**config.mk**
```make
export PLATFORM = sky130hd
export DESIGN_NAME = noc_out_arb_5to1
export DESIGN_NICKNAME = d
export VERILOG_FILES = /design/src/rtl/noc_out_arb_5to1_pkg.sv /design/src/rtl/noc_out_arb_5to1_rr_pick5.sv /design/src/rtl/noc_out_arb_5to1.sv
export SDC_FILE = /design/constraint.sdc
export NUM_CORES = 1
export LEC_CHECK = 0
export ABC_AREA = 1
export BUFFER_PORTS_ARGS = -buffer_cell sky130_fd_sc_hd__buf_2
export CAP_MARGIN = 20
export CORE_ASPECT_RATIO = 1.1
export CORE_MARGIN = 3
export CORE_UTILIZATION = 40
export DETAILED_ROUTE_END_ITERATION = 16
export PLACE_DENSITY = 0.79
export SLEW_MARGIN = 20
export SYNTH_ARGS = -nofsm -noshare
export SYNTH_HDL_FRONTEND = slang
export SYNTH_SLANG_ARGS = --single-unit
```
**constraint.sdc**
```tcl
create_clock -name clk_i -period 5.6 [get_ports clk_i]
set_clock_uncertainty 0.2 [all_clocks]
set_input_delay 0.56 -clock clk_i [delete_from_list [all_inputs] [get_ports clk_i]]
set_output_delay 0.56 -clock clk_i [all_outputs]
set_load 0.02 [all_outputs]
```
**src/rtl/noc_out_arb_5to1_pkg.sv**
```systemverilog
`default_nettype none
// ============================================================================
// Module      : noc_pkg
// Description : Shared types and constants for the NOC output-port arbiter.
// Revision    : 1.0 - initial release
// ============================================================================
package noc_pkg;

    localparam int FLIT_W    = 16;
    localparam int NUM_PORTS = 5;

    // Input port index encoding
    typedef enum logic [2:0] {
        PORT_N = 3'd0,
        PORT_S = 3'd1,
        PORT_W = 3'd2,
        PORT_E = 3'd3,
        PORT_L = 3'd4
    } port_e;

    typedef logic [FLIT_W-1:0] flit_t;

    // Arbiter FSM: pick a packet, then hold it until the tail passes
    typedef enum logic [0:0] {
        ARB_IDLE   = 1'b0,
        ARB_LOCKED = 1'b1
    } arb_state_e;

    // One-hot vector for a port index
    function automatic logic [NUM_PORTS-1:0] port_onehot(input logic [2:0] idx);
        return 5'b00001 << idx;
    endfunction

endpackage
`default_nettype wire

```
**src/rtl/noc_out_arb_5to1_rr_pick5.sv**
```systemverilog
`default_nettype none
// ============================================================================
// Module      : rr_pick5
// Description : Combinational round-robin picker over five requesters.
//               Scans last+1, last+2, ... (mod 5) and returns the first hit.
// Revision    : 1.0 - initial release
// ============================================================================
module rr_pick5
    import noc_pkg::*;
(
    input  logic [4:0] req,
    input  logic [2:0] last,
    output logic [2:0] gnt_idx,
    output logic       any
);

    logic [3:0] w_sum;

    // Walk from the farthest candidate back to the nearest so the nearest
    // requester after the pointer overwrites the others and wins.
    always_comb begin
        gnt_idx = 3'd0;
        any     = |req;
        w_sum   = 4'd0;
        for (int k = NUM_PORTS; k >= 1; k--) begin
            w_sum = {1'b0, last} + 4'(k);
            if (w_sum >= 4'd5) begin
                w_sum = w_sum - 4'd5;
            end
            if (req[w_sum[2:0]]) begin
                gnt_idx = w_sum[2:0];
            end
        end
    end

endmodule
`default_nettype wire

```
**src/rtl/noc_out_arb_5to1.sv**
```systemverilog
`default_nettype none
// ============================================================================
// Module      : noc_out_arb_5to1
// Description : NOC router output port. Round-robin arbitrates among five
//               inputs, locks the winner for a whole wormhole packet and
//               drives a registered flit under a valid/ready handshake.
// Revision    : 1.0 - initial release
// ============================================================================
module noc_out_arb_5to1
    import noc_pkg::*;
(
    input  logic              clk_i,
    input  logic              rst_i,
    input  logic [4:0]        req_i,
    input  logic [4:0]        tail_i,
    input  logic [FLIT_W-1:0] data_n_i,
    input  logic [FLIT_W-1:0] data_s_i,
    input  logic [FLIT_W-1:0] data_w_i,
    input  logic [FLIT_W-1:0] data_e_i,
    input  logic [FLIT_W-1:0] data_l_i,
    output logic [4:0]        grant_o,
    output logic [FLIT_W-1:0] data_o,
    output logic              valid_o,
    output logic              tail_o,
    input  logic              ready_i,
    output logic              busy_o,
    output logic [2:0]        owner_o
);

    arb_state_e r_state;
    arb_state_e w_state_nxt;
    logic [2:0] r_last;
    logic [2:0] r_owner;
    flit_t      r_data;
    logic       r_valid;
    logic       r_tail;

    logic [2:0] w_pick_idx;
    logic       w_pick_any;
    flit_t      w_sel_data;
    logic       w_sel_req;
    logic       w_sel_tail;
    logic       w_can_load;
    logic       w_xfer;

    rr_pick5 u_pick (
        .req     (req_i),
        .last    (r_last),
        .gnt_idx (w_pick_idx),
        .any     (w_pick_any)
    );

    // Output register can take a new flit when empty or draining this cycle
    assign w_can_load = !r_valid || ready_i;

    // Route the locked port's flit, request and tail flag
    always_comb begin
        w_sel_data = data_n_i;
        w_sel_req  = req_i[r_owner];
        w_sel_tail = tail_i[r_owner];
        case (port_e'(r_owner))
            PORT_N:  w_sel_data = data_n_i;
            PORT_S:  w_sel_data = data_s_i;
            PORT_W:  w_sel_data = data_w_i;
            PORT_E:  w_sel_data = data_e_i;
            PORT_L:  w_sel_data = data_l_i;
            default: w_sel_data = data_n_i;
        endcase
    end

    // Next state, transfer strobe and grant pulse
    always_comb begin
        w_state_nxt = r_state;
        w_xfer      = 1'b0;
        grant_o     = 5'b00000;
        case (r_state)
            ARB_IDLE: begin
                if (w_pick_any) begin
                    w_state_nxt = ARB_LOCKED;
                end
            end
            ARB_LOCKED: begin
                if (w_sel_req && w_can_load) begin
                    w_xfer  = 1'b1;
                    grant_o = port_onehot(r_owner);
                    if (w_sel_tail) begin
                        w_state_nxt = ARB_IDLE;
                    end
                end
            end
            default: w_state_nxt = ARB_IDLE;
        endcase
    end

    // FSM state register
    always_ff @(posedge clk_i or posedge rst_i) begin
        if (rst_i) begin
            r_state <= ARB_IDLE;
        end else begin
            r_state <= w_state_nxt;
        end
    end

    // Owner captured at arbitration; pointer advances when a tail passes
    always_ff @(posedge clk_i or posedge rst_i) begin
        if (rst_i) begin
            r_last  <= 3'd4;
            r_owner <= 3'd0;
        end else begin
            if (r_state == ARB_IDLE && w_pick_any) begin
                r_owner <= w_pick_idx;
            end
            if (w_xfer && w_sel_tail) begin
                r_last <= r_owner;
            end
        end
    end

    // Output flit register: load on transfer, otherwise empty on drain
    always_ff @(posedge clk_i or posedge rst_i) begin
        if (rst_i) begin
            r_data  <= '0;
            r_tail  <= 1'b0;
            r_valid <= 1'b0;
        end else if (w_xfer) begin
            r_data  <= w_sel_data;
            r_tail  <= w_sel_tail;
            r_valid <= 1'b1;
        end else if (r_valid && ready_i) begin
            r_valid <= 1'b0;
        end
    end

    assign data_o  = r_data;
    assign valid_o = r_valid;
    assign tail_o  = r_tail;
    assign busy_o  = (r_state == ARB_LOCKED);
    assign owner_o = busy_o ? r_owner : 3'd0;

endmodule
`default_nettype wire

```
==> metrics.txt, run 1 <==
postcts setup bufs=0; P&R area growth vs syn=24.48%; first-pass GRT wire length=13100 um; Synth Warn #=0; HP Class=in2async; total gr overflow=0; # resized after CTS=0; drt first-iter violations=approximately 160; min cycle time layout=between 3 and 4 ns; # fillers=~660; crit-path max FO=40; vias in the first global route=about 3000; asr flop ratio synth=between 90% and 100%; Final setup viols=0; GR peak layer=met2; FF-to-FF path depth=15; Relative slew margins=~41%; total I/O pin count=120; vias post-DR=about 3200; drt drc=0; DR WL/cell=12.21 um; syn_area_per_cell=roughly 6 um2; Num CTS Buffers=3; Post-synth EDFFs=0; crit path capture type=output port; met3 usage=2.516%; Via density=roughly 5.0; DP HPWL=6484 um; RSZ-0062 raised after global routing=no; Synth Flop Type=dfrtp_1; GR Util met2=36.51%; status=finished clean; Peak VDD IR=approximately 0.00028 V; num rows=30; Crit path arrival time=between 2 and 3 ns; cells after synthesis=around 460; Cell Area, Synth=around 2700 um2; Die W=between 80 and 90 um; fin. max-slew vios=0; max cap viols=0; Die ar.=~7800 um2; setup TNS=0 ns; fmax=roughly 0.30 GHz; final core occ=approximately 53%; CORE AREA=about 6300 um2; worst-margin pin slew=~0.89 ns; CTS tree=yes; post-synthesis net count=559; Period Utilization, post-route=59.23%; Hold Vio Cnt, Final=0; number of port buffers=around 120; Startpoint Class=register; clock root buffer=clkbuf_8; Setup CP Type=reg2out; Final Net Count=670; post-route ant nets=0; critical path required time=4.84 ns; most frequent cells in the layout=nand2_1 (136), buf_2 (119), inv_1 (73); initial antenna violation count=0; GP Congestion=around 0.90; commonest non-fill, non-tap cell in the layout=nand2_1; Initial Util=a little over two fifths; GRT met1 Usage=between 20% and 30%; PD cells=between 500 and 600 nW/um2; router iterations before antenna repair=5; largest net degree at the start of global routing=41; die height=about 92 um; layout cells sized above 1=approximately 28%; flops & latches, synth=25; Antenna diodes=0; clk sinks=25; sequential area share after synthesis=23.23%; Static Leak=approximately 2.0 nW; CTS H-tree depth=1; post-synthesis cell type count=34; Hold Buf Count CTS=0; Max clock buf depth=2; Clock transition at path regs=0.08 ns; Total Routing Usage GR=between 20% and 30%; Routed Wire Length=about 8000 um; clk_lat worst skew=roughly 0.26 ns
-- worst max-delay path, stage by stage (launching register included) --
cell	delay, ns
dfrtp_1	0.51
nor2_4	0.17
inv_2	0.08
nor2_8	0.23
inv_2	0.09
o21ai_2	0.12
nand3_2	0.51
nor3_1	0.36
buf_2	0.22
-- cell usage after synthesis (all sizes together), types with 2 or more instances --
library cell	n	area [um2]
nand2	143	554.3
inv	81	306.5
o21ai	66	349.1
nand3	42	235.2
nor2	35	167.7
dfrtp	24	600.6
nor3	21	105.1
buf	11	80.08
ha	9	112.6
a21oi	6	37.54
clkbuf	4	15.01
nand4	3	18.77
nand3b	2	15.01
o21a	2	16.27
-- routing by layer --
layer,part of all wire (%),wire length (um)
met4,2.7,212
met3,7.0,550
met2,51,4008
met5,0,0
met1,40,3117
-- sequential cells by signal (all words and copies together), names as in the netlist --
signal,cells
data_o,16
r_owner,3
tail_o,1
r_last,3
valid_o,1
busy_o,1
-- path summary, 6_finish.rpt --
check	from	end	slack (ns)
worst max-delay path	r_owner[0]$_DFFE_PP0P_	grant_o[0]	2.28
worst min-delay path	rst_i	valid_o$_DFFE_PP0P_	0.28
worst max register to register	r_last[0]$_DFFE_PP0P_	r_owner[2]$_DFFE_PP0P_	2.61
worst min register to register	data_o[5]$_DFFE_PP0P_	data_o[5]$_DFFE_PP0P_	0.29
max in group asynchronous	rst_i	r_last[1]$_DFFE_PP0P_	4.37
min in group clk_i	data_o[5]$_DFFE_PP0P_	data_o[5]$_DFFE_PP0P_	0.29
-- area by class of cell --
type | instances | area, um2 | share of cell area [%]
Tap cell | 80 | 100.1 | 2.980
Multi-Input combinational cell | 335 | 1670 | 49.72
Timing Repair Buffer | 121 | 610.6 | 18.18
Inverter | 81 | 306.5 | 9.125
Sequential cell | 25 | 626.9 | 18.66
Clock buffer | 4 | 45.04 | 1.341
-- report_power, final --
part / leakage (nW) / internal [W] / total (W) / switching, W
Sequential: 0.307 / 0.000270 / 0.000378 / 0.000107
Clock: 0.0228 / 0.0000507 / 0.000101 / 0.0000499
Combinational: 1.64 / 0.000522 / 0.00154 / 0.00101
-- logic make-up (layout without fill, tap and decap cells) --
family          count (synthesis)  after routing  synth area share, %
flops                          25             25                23.23
buf+inv                        96            206                14.88
xor+xnor                        1              1               0.3246
simple gates                  247            247                40.84
fa+ha+maj                      10             10                4.914
compound gates                 77             77                15.81
-- through the flow --
stage | total power [W] | instances | setup slack (ns) | hold slack (ns) | instance area (um2)
6_report | 0.002014 | 646 | 2.283 | 0.2781 | 3359
4_1_cts | 0.002012 | 645 | 2.232 | 0.2923 | 3352
3_3_place_gp | 0.001873 | 641 | 2.537 | 0.2650 | 3307
2_1_floorplan | 0.001563 | 456 | 2.864 | 0.3845 | 2699
3_5_place_dp | 0.001906 | 641 | 2.531 | 0.2731 | 3307
5_1_grt | 0.002257 | 646 | 1.981 | 0.3064 | 3359
No activity file was read; power rests on OpenSTA's default activity.
==> run 2: changes to the inputs <==
PLACE_DENSITY = 0.81   (was 0.79)
clock period = 3 ns   (was 5.6 ns; I/O delays follow)
==> metrics.txt, run 2 (synthesized netlist as in run 1, its figures left out) <==
Routed Wire Length=8216 um; PD cells=roughly 1100 nW/um2; GP Congestion=around 1.0; Max clock buf depth=2; Final setup viols=0; CTS H-tree depth=1; crit path capture type=register; Clock transition at path regs=approximately 0.09 ns; clk_lat worst skew=about 0.27 ns; sequence of cells on the critical path=inv_2, ha_1, inv_1, fa_1, a21oi_2, nand2_1, o21ai_0, inv_1, nand3_1, nand3b_1, nand2_1, nor2_1, nand2_1, nand2_1, nand2_1, nand2_1; drt drc=0; layout cells sized above 1=28.60%; FF/Latch Area=about 630 um2; CTS tree=yes; critical path required time=slightly below 3 ns; Static Leak=~2.0 nW; Num CTS Buffers=3; clk sinks=25; post-route ant nets=0; vias in the first global route=roughly 3100; first-pass GRT wire length=between 10000 and 15000 um; CORE AREA=6344 um2; max cap viols=0; critical path's top delay family=simple AND/OR/NAND/NOR gates; P&R area growth vs syn=25.73%; Crit path arrival time=about 2.6 ns; crit-path max FO=11; largest net degree at the start of global routing=26; Die ar.=about 7800 um2; commonest non-fill, non-tap cell in the layout=nand2_1; clock root buffer=clkbuf_8; most frequent cells in the layout=nand2_1 (136), buf_2 (119), inv_1 (73); min cycle time layout=approximately 2.6 ns; fin. max-slew vios=0; DR WL/cell=~13 um; setup TNS=0 ns; Startpoint Class=register; total I/O pin count=120; worst path bufs/invs=3; final core occ=between 50% and 60%; Hold Buf Count CTS=0; most frequent CP cell=nand2_1; num rows=30; Setup CP Type=reg2reg; max reg flops=16; die height=about 92 um; fmax=0.3779 GHz; status=finished clean; Initial Util=a little over two fifths; number of port buffers=119; worst-margin pin slew=about 0.93 ns; Period Utilization, post-route=88.22%; Total Routing Usage GR=between 20% and 30%; area of the multi-input gates=about 1700 um2; drt first-iter violations=between 150 and 200; Hold Vio Cnt, Final=0; slowest CP cell=dfrtp_1; RSZ-0062 raised after global routing=no; total gr overflow=0; vias post-DR=around 3200; Final Net Count=674; initial antenna violation count=1; CP peak stage delay=approximately 0.4 ns; postcts setup bufs=0; DP HPWL=~6800 um; Via density=4.988; # fillers=628; Relative slew margins=a little under two fifths; router iterations before antenna repair=6; HP Class=in2async; # resized after CTS=0; Die W=about 84 um; Peak VDD IR=0.0005239 V
run 2: cell types whose count changed in the layout (fill, tap and decap cells not counted), sizes merged:
cell / change
diode: +1
clkinv: +1
clkbuf: -1
buf: +4
run 2: worst paths after layout:
check,start,endpoint,slack [ns],cells after the start
setup / recovery,r_last[0]$_DFFE_PP0P_,r_owner[0]$_DFFE_PP0P_,0.35,16
setup reg to reg,r_last[0]$_DFFE_PP0P_,r_owner[0]$_DFFE_PP0P_,0.35,16
min in group clk_i,tail_i[4],r_last[2]$_DFFE_PP1P_,0.05,3
hold / removal,rst_i,valid_o$_DFFE_PP0P_,0.02,2
max in group asynchronous,rst_i,r_last[1]$_DFFE_PP0P_,2.01,2
hold reg to reg,data_o[12]$_DFFE_PP0P_,data_o[12]$_DFFE_PP0P_,0.29,2
run 2: through the flow:
stage / hold slack (ns) / area, um2 / setup WS (ns) / total power (W) / std cells
floorplan: 0.1266 / 2699 / 0.5898 / 0.002918 / 456
global placement: 0.2629 / 3337 / 0.4324 / 0.003523 / 645
detailed placement: 0.2737 / 3344 / 0.3903 / 0.003602 / 646
CTS: 0.04835 / 3391 / 0.3638 / 0.003807 / 650
global route: 0.06491 / 3393 / 0.1257 / 0.004232 / 651
finish: 0.01925 / 3393 / 0.3534 / 0.003823 / 651
run 2: area by class of cell:
cell class | instances | area share, %
Antenna cell | 1 | 0.07375
Multi-Input combinational cell | 335 | 49.23
Tap cell | 80 | 2.950
Timing Repair Buffer | 125 | 18.88
Sequential cell | 25 | 18.47
Clock inverter | 1 | 0.1475
Clock buffer | 3 | 1.217
Inverter | 81 | 9.034
run 2: routing by layer:
layer | vias up | global-route usage (%) | routed length, um
li1 | 1665 | - | -
met1 | 1393 | 22.69 | 3057
met2 | 166 | 38.36 | 4084
met3 | 23 | 5.571 | 801
met4 | 0 | 8.579 | 273
met5 | - | 0 | 0
run 2: worst register-to-register path: stages, from the launching register on:
cell and delay [ns]:
dfrtp_1 0.40, inv_2 0.17, ha_1 0.17, inv_1 0.04, fa_1 0.39, a21oi_2 0.21
nand2_1 0.08, o21ai_0 0.16, inv_1 0.10, nand3_1 0.10, nand3b_1 0.14, nand2_1 0.12
nor2_1 0.06, nand2_1 0.05, nand2_1 0.04, nand2_1 0.05, nand2_1 0.05
run 2: where the power goes:
group	internal, W	switching [W]	leakage, nW
logic	0.00100	0.00194	1.66
registers	0.000505	0.000171	0.307
clock network	0.0000931	0.000109	0.0255
==> run 3: changes to the inputs <==
CELL_PAD_IN_SITES_DETAIL_PLACEMENT = 1   (was default)
CELL_PAD_IN_SITES_GLOBAL_PLACEMENT = 1   (was default)
CORE_UTILIZATION = 28   (was 40)
PLACE_DENSITY = 0.86   (was 0.81)
==> metrics.txt, run 3 (synthesized netlist as in run 1, its figures left out) <==
commonest non-fill, non-tap cell in the layout=nand2_1; Initial Util=29.52%; DR WL/cell=between 10 and 15 um; Total Routing Usage GR=around 18%; number of port buffers=119; drt drc=0; Routed Wire Length=between 9000 and 10000 um; total I/O pin count=120; HP Class=in2async; P&R area growth vs syn=28.42%; Antenna diodes=0; layout cells sized above 1=29.44%; Hold Vio Cnt, Final=0; Final setup viols=0; crit path capture type=output port; Setup CP Type=reg2out; Setup crit end=grant_o[0]; Reg-to-Reg End=r_owner[2]$_DFFE_PP0P_; RSZ-0062 raised after global routing=no; Static Leak=around 2 nW; CORE AREA=around 9100 um2; vias post-DR=~3300; Clock transition at path regs=approximately 0.090 ns; Worst Setup SP=r_owner[0]$_DFFE_PP0P_; FF-to-FF path depth=15; DP HPWL=between 8000 and 9000 um; fin. max-slew vios=0; crit-path max FO=9; router iterations before antenna repair=4; initial antenna violation count=0; Relative slew margins=34.48%; most frequent CP cell=o21ai_1; CTS tree=yes; total gr overflow=0; drt first-iter violations=~100; GP Congestion=0.9418; max cap viols=0; clk sinks=25; Die ar.=10850 um2; Period Utilization, post-route=between 90 and 100%; wire length on met2=slightly above 5000 um; Hold Buf Count CTS=0; worst-margin pin slew=just under 1 ns; Via density=between 4 and 5; Die W=99.61 um; Final Net Count=approximately 680; Metal-1 WL=4032 um; routed wl met3=around 660 um; final non-filler cell total=between 600 and 700; Num CTS Buffers=3; total power draw=~0.0040 W; final core occ=approximately 38%; Crit path arrival time=between 2 and 2.5 ns; CTS H-tree depth=1; PD cells=1146 nW/um2; reg2reg setup slack=approximately 0.32 ns; post-route ant nets=0; Startpoint Class=register; slowest CP cell=dfrtp_2; CP peak stage delay=just over 0.5 ns; clock root buffer=clkbuf_8; setup TNS=0 ns; fmax=0.3660 GHz; clk_lat worst skew=around 0.27 ns; largest net degree at the start of global routing=26; Peak VDD IR=0.0003099 V; critical path required time=2.50 ns; num rows=36; # fillers=approximately 1300; die height=approximately 110 um; DP Cell Count=about 680; sequence of cells on the critical path=nor2_4, inv_2, o21ai_1, o21ai_1, o21ai_2, nand3_2, nor3_1, buf_2; Top Layer Used=met4; postcts setup bufs=0; most frequent cells in the layout=nand2_1 (136), buf_2 (119), inv_1 (73); Max clock buf depth=2; first-pass GRT wire length=16280 um; max reg flops=16; vias in the first global route=3518; worst r2r src=r_last[2]$_DFFE_PP1P_; status=finished clean; min cycle time layout=about 2.7 ns
run 3: cell count changes in the layout (fill, tap and decap cells not counted), sizes merged:
cell / previous run / this run
buf: 125 / 129
diode: 1 / 0
run 3: per-layer routing:
metal / up-vias / GRT usage [%]
met5: - / 0
met2: 119 / 35.27
li1: 1669 / -
met4: 0 / 5.951
met3: 22 / 3.391
met1: 1481 / 20.04
run 3: worst min path at each step:
stage                                      start                     end  slack (ns)  depth (start not counted)
after floorplan                            rst_i        busy_o$_DFF_PP0_        0.13                          1
after global placement    data_o[13]$_DFFE_PP0P_  data_o[13]$_DFFE_PP0P_        0.26                          2
after detailed placement   data_o[4]$_DFFE_PP0P_   data_o[4]$_DFFE_PP0P_        0.27                          2
after CTS                              tail_i[4]   r_last[2]$_DFFE_PP1P_        0.07                          3
after global routing                   tail_i[4]   r_last[2]$_DFFE_PP1P_        0.08                          3
final                                      rst_i  data_o[12]$_DFFE_PP0P_        0.04                          2
run 3: area by class of cell:
class	instances	area (um2)	share of cell area (%)
clock buffers	3	41.29	1.191
clock inverters	1	5.005	0.1444
inverters	81	306.5	8.845
multi-input cells	335	1670	48.19
flip-flops and latches	25	629.4	18.16
well taps	114	142.6	4.116
repair buffers	129	670.6	19.35
run 3: what timing repair did:
item	CTS	global route
setup endpoints to repair	0	2
gates resized for setup	0	3
endpoints found under the hold margin	0	0
run 3: power breakdown:
| group | internal (W) | total [W] | switching (W) |
|---|---|---|---|
| clock network | 0.0000930 | 0.000208 | 0.000114 |
| registers | 0.000507 | 0.000689 | 0.000182 |
| logic | 0.00105 | 0.00308 | 0.00203 |
run 3: per-stage QoR:
| step | worst slack (ns) | hold WS [ns] | instance area, um2 |
|---|---|---|---|
| final | 0.2678 | 0.03919 | 3466 |
| after global routing | 0.01334 | 0.08384 | 3466 |
| after CTS | 0.1110 | 0.06650 | 3463 |
| after floorplan | 0.5898 | 0.1266 | 2699 |
| after detailed placement | 0.3461 | 0.2700 | 3417 |
| after global placement | 0.4071 | 0.2610 | 3417 |
run 3: worst max-delay path, delay by kind of cell (launching register included):
kind	cells	cell delay (ns)
flip-flops	1	0.51
AO/OA/AOI/OAI	3	0.39
buffers and inverters	2	0.34
AND/OR/NAND/NOR	3	0.72
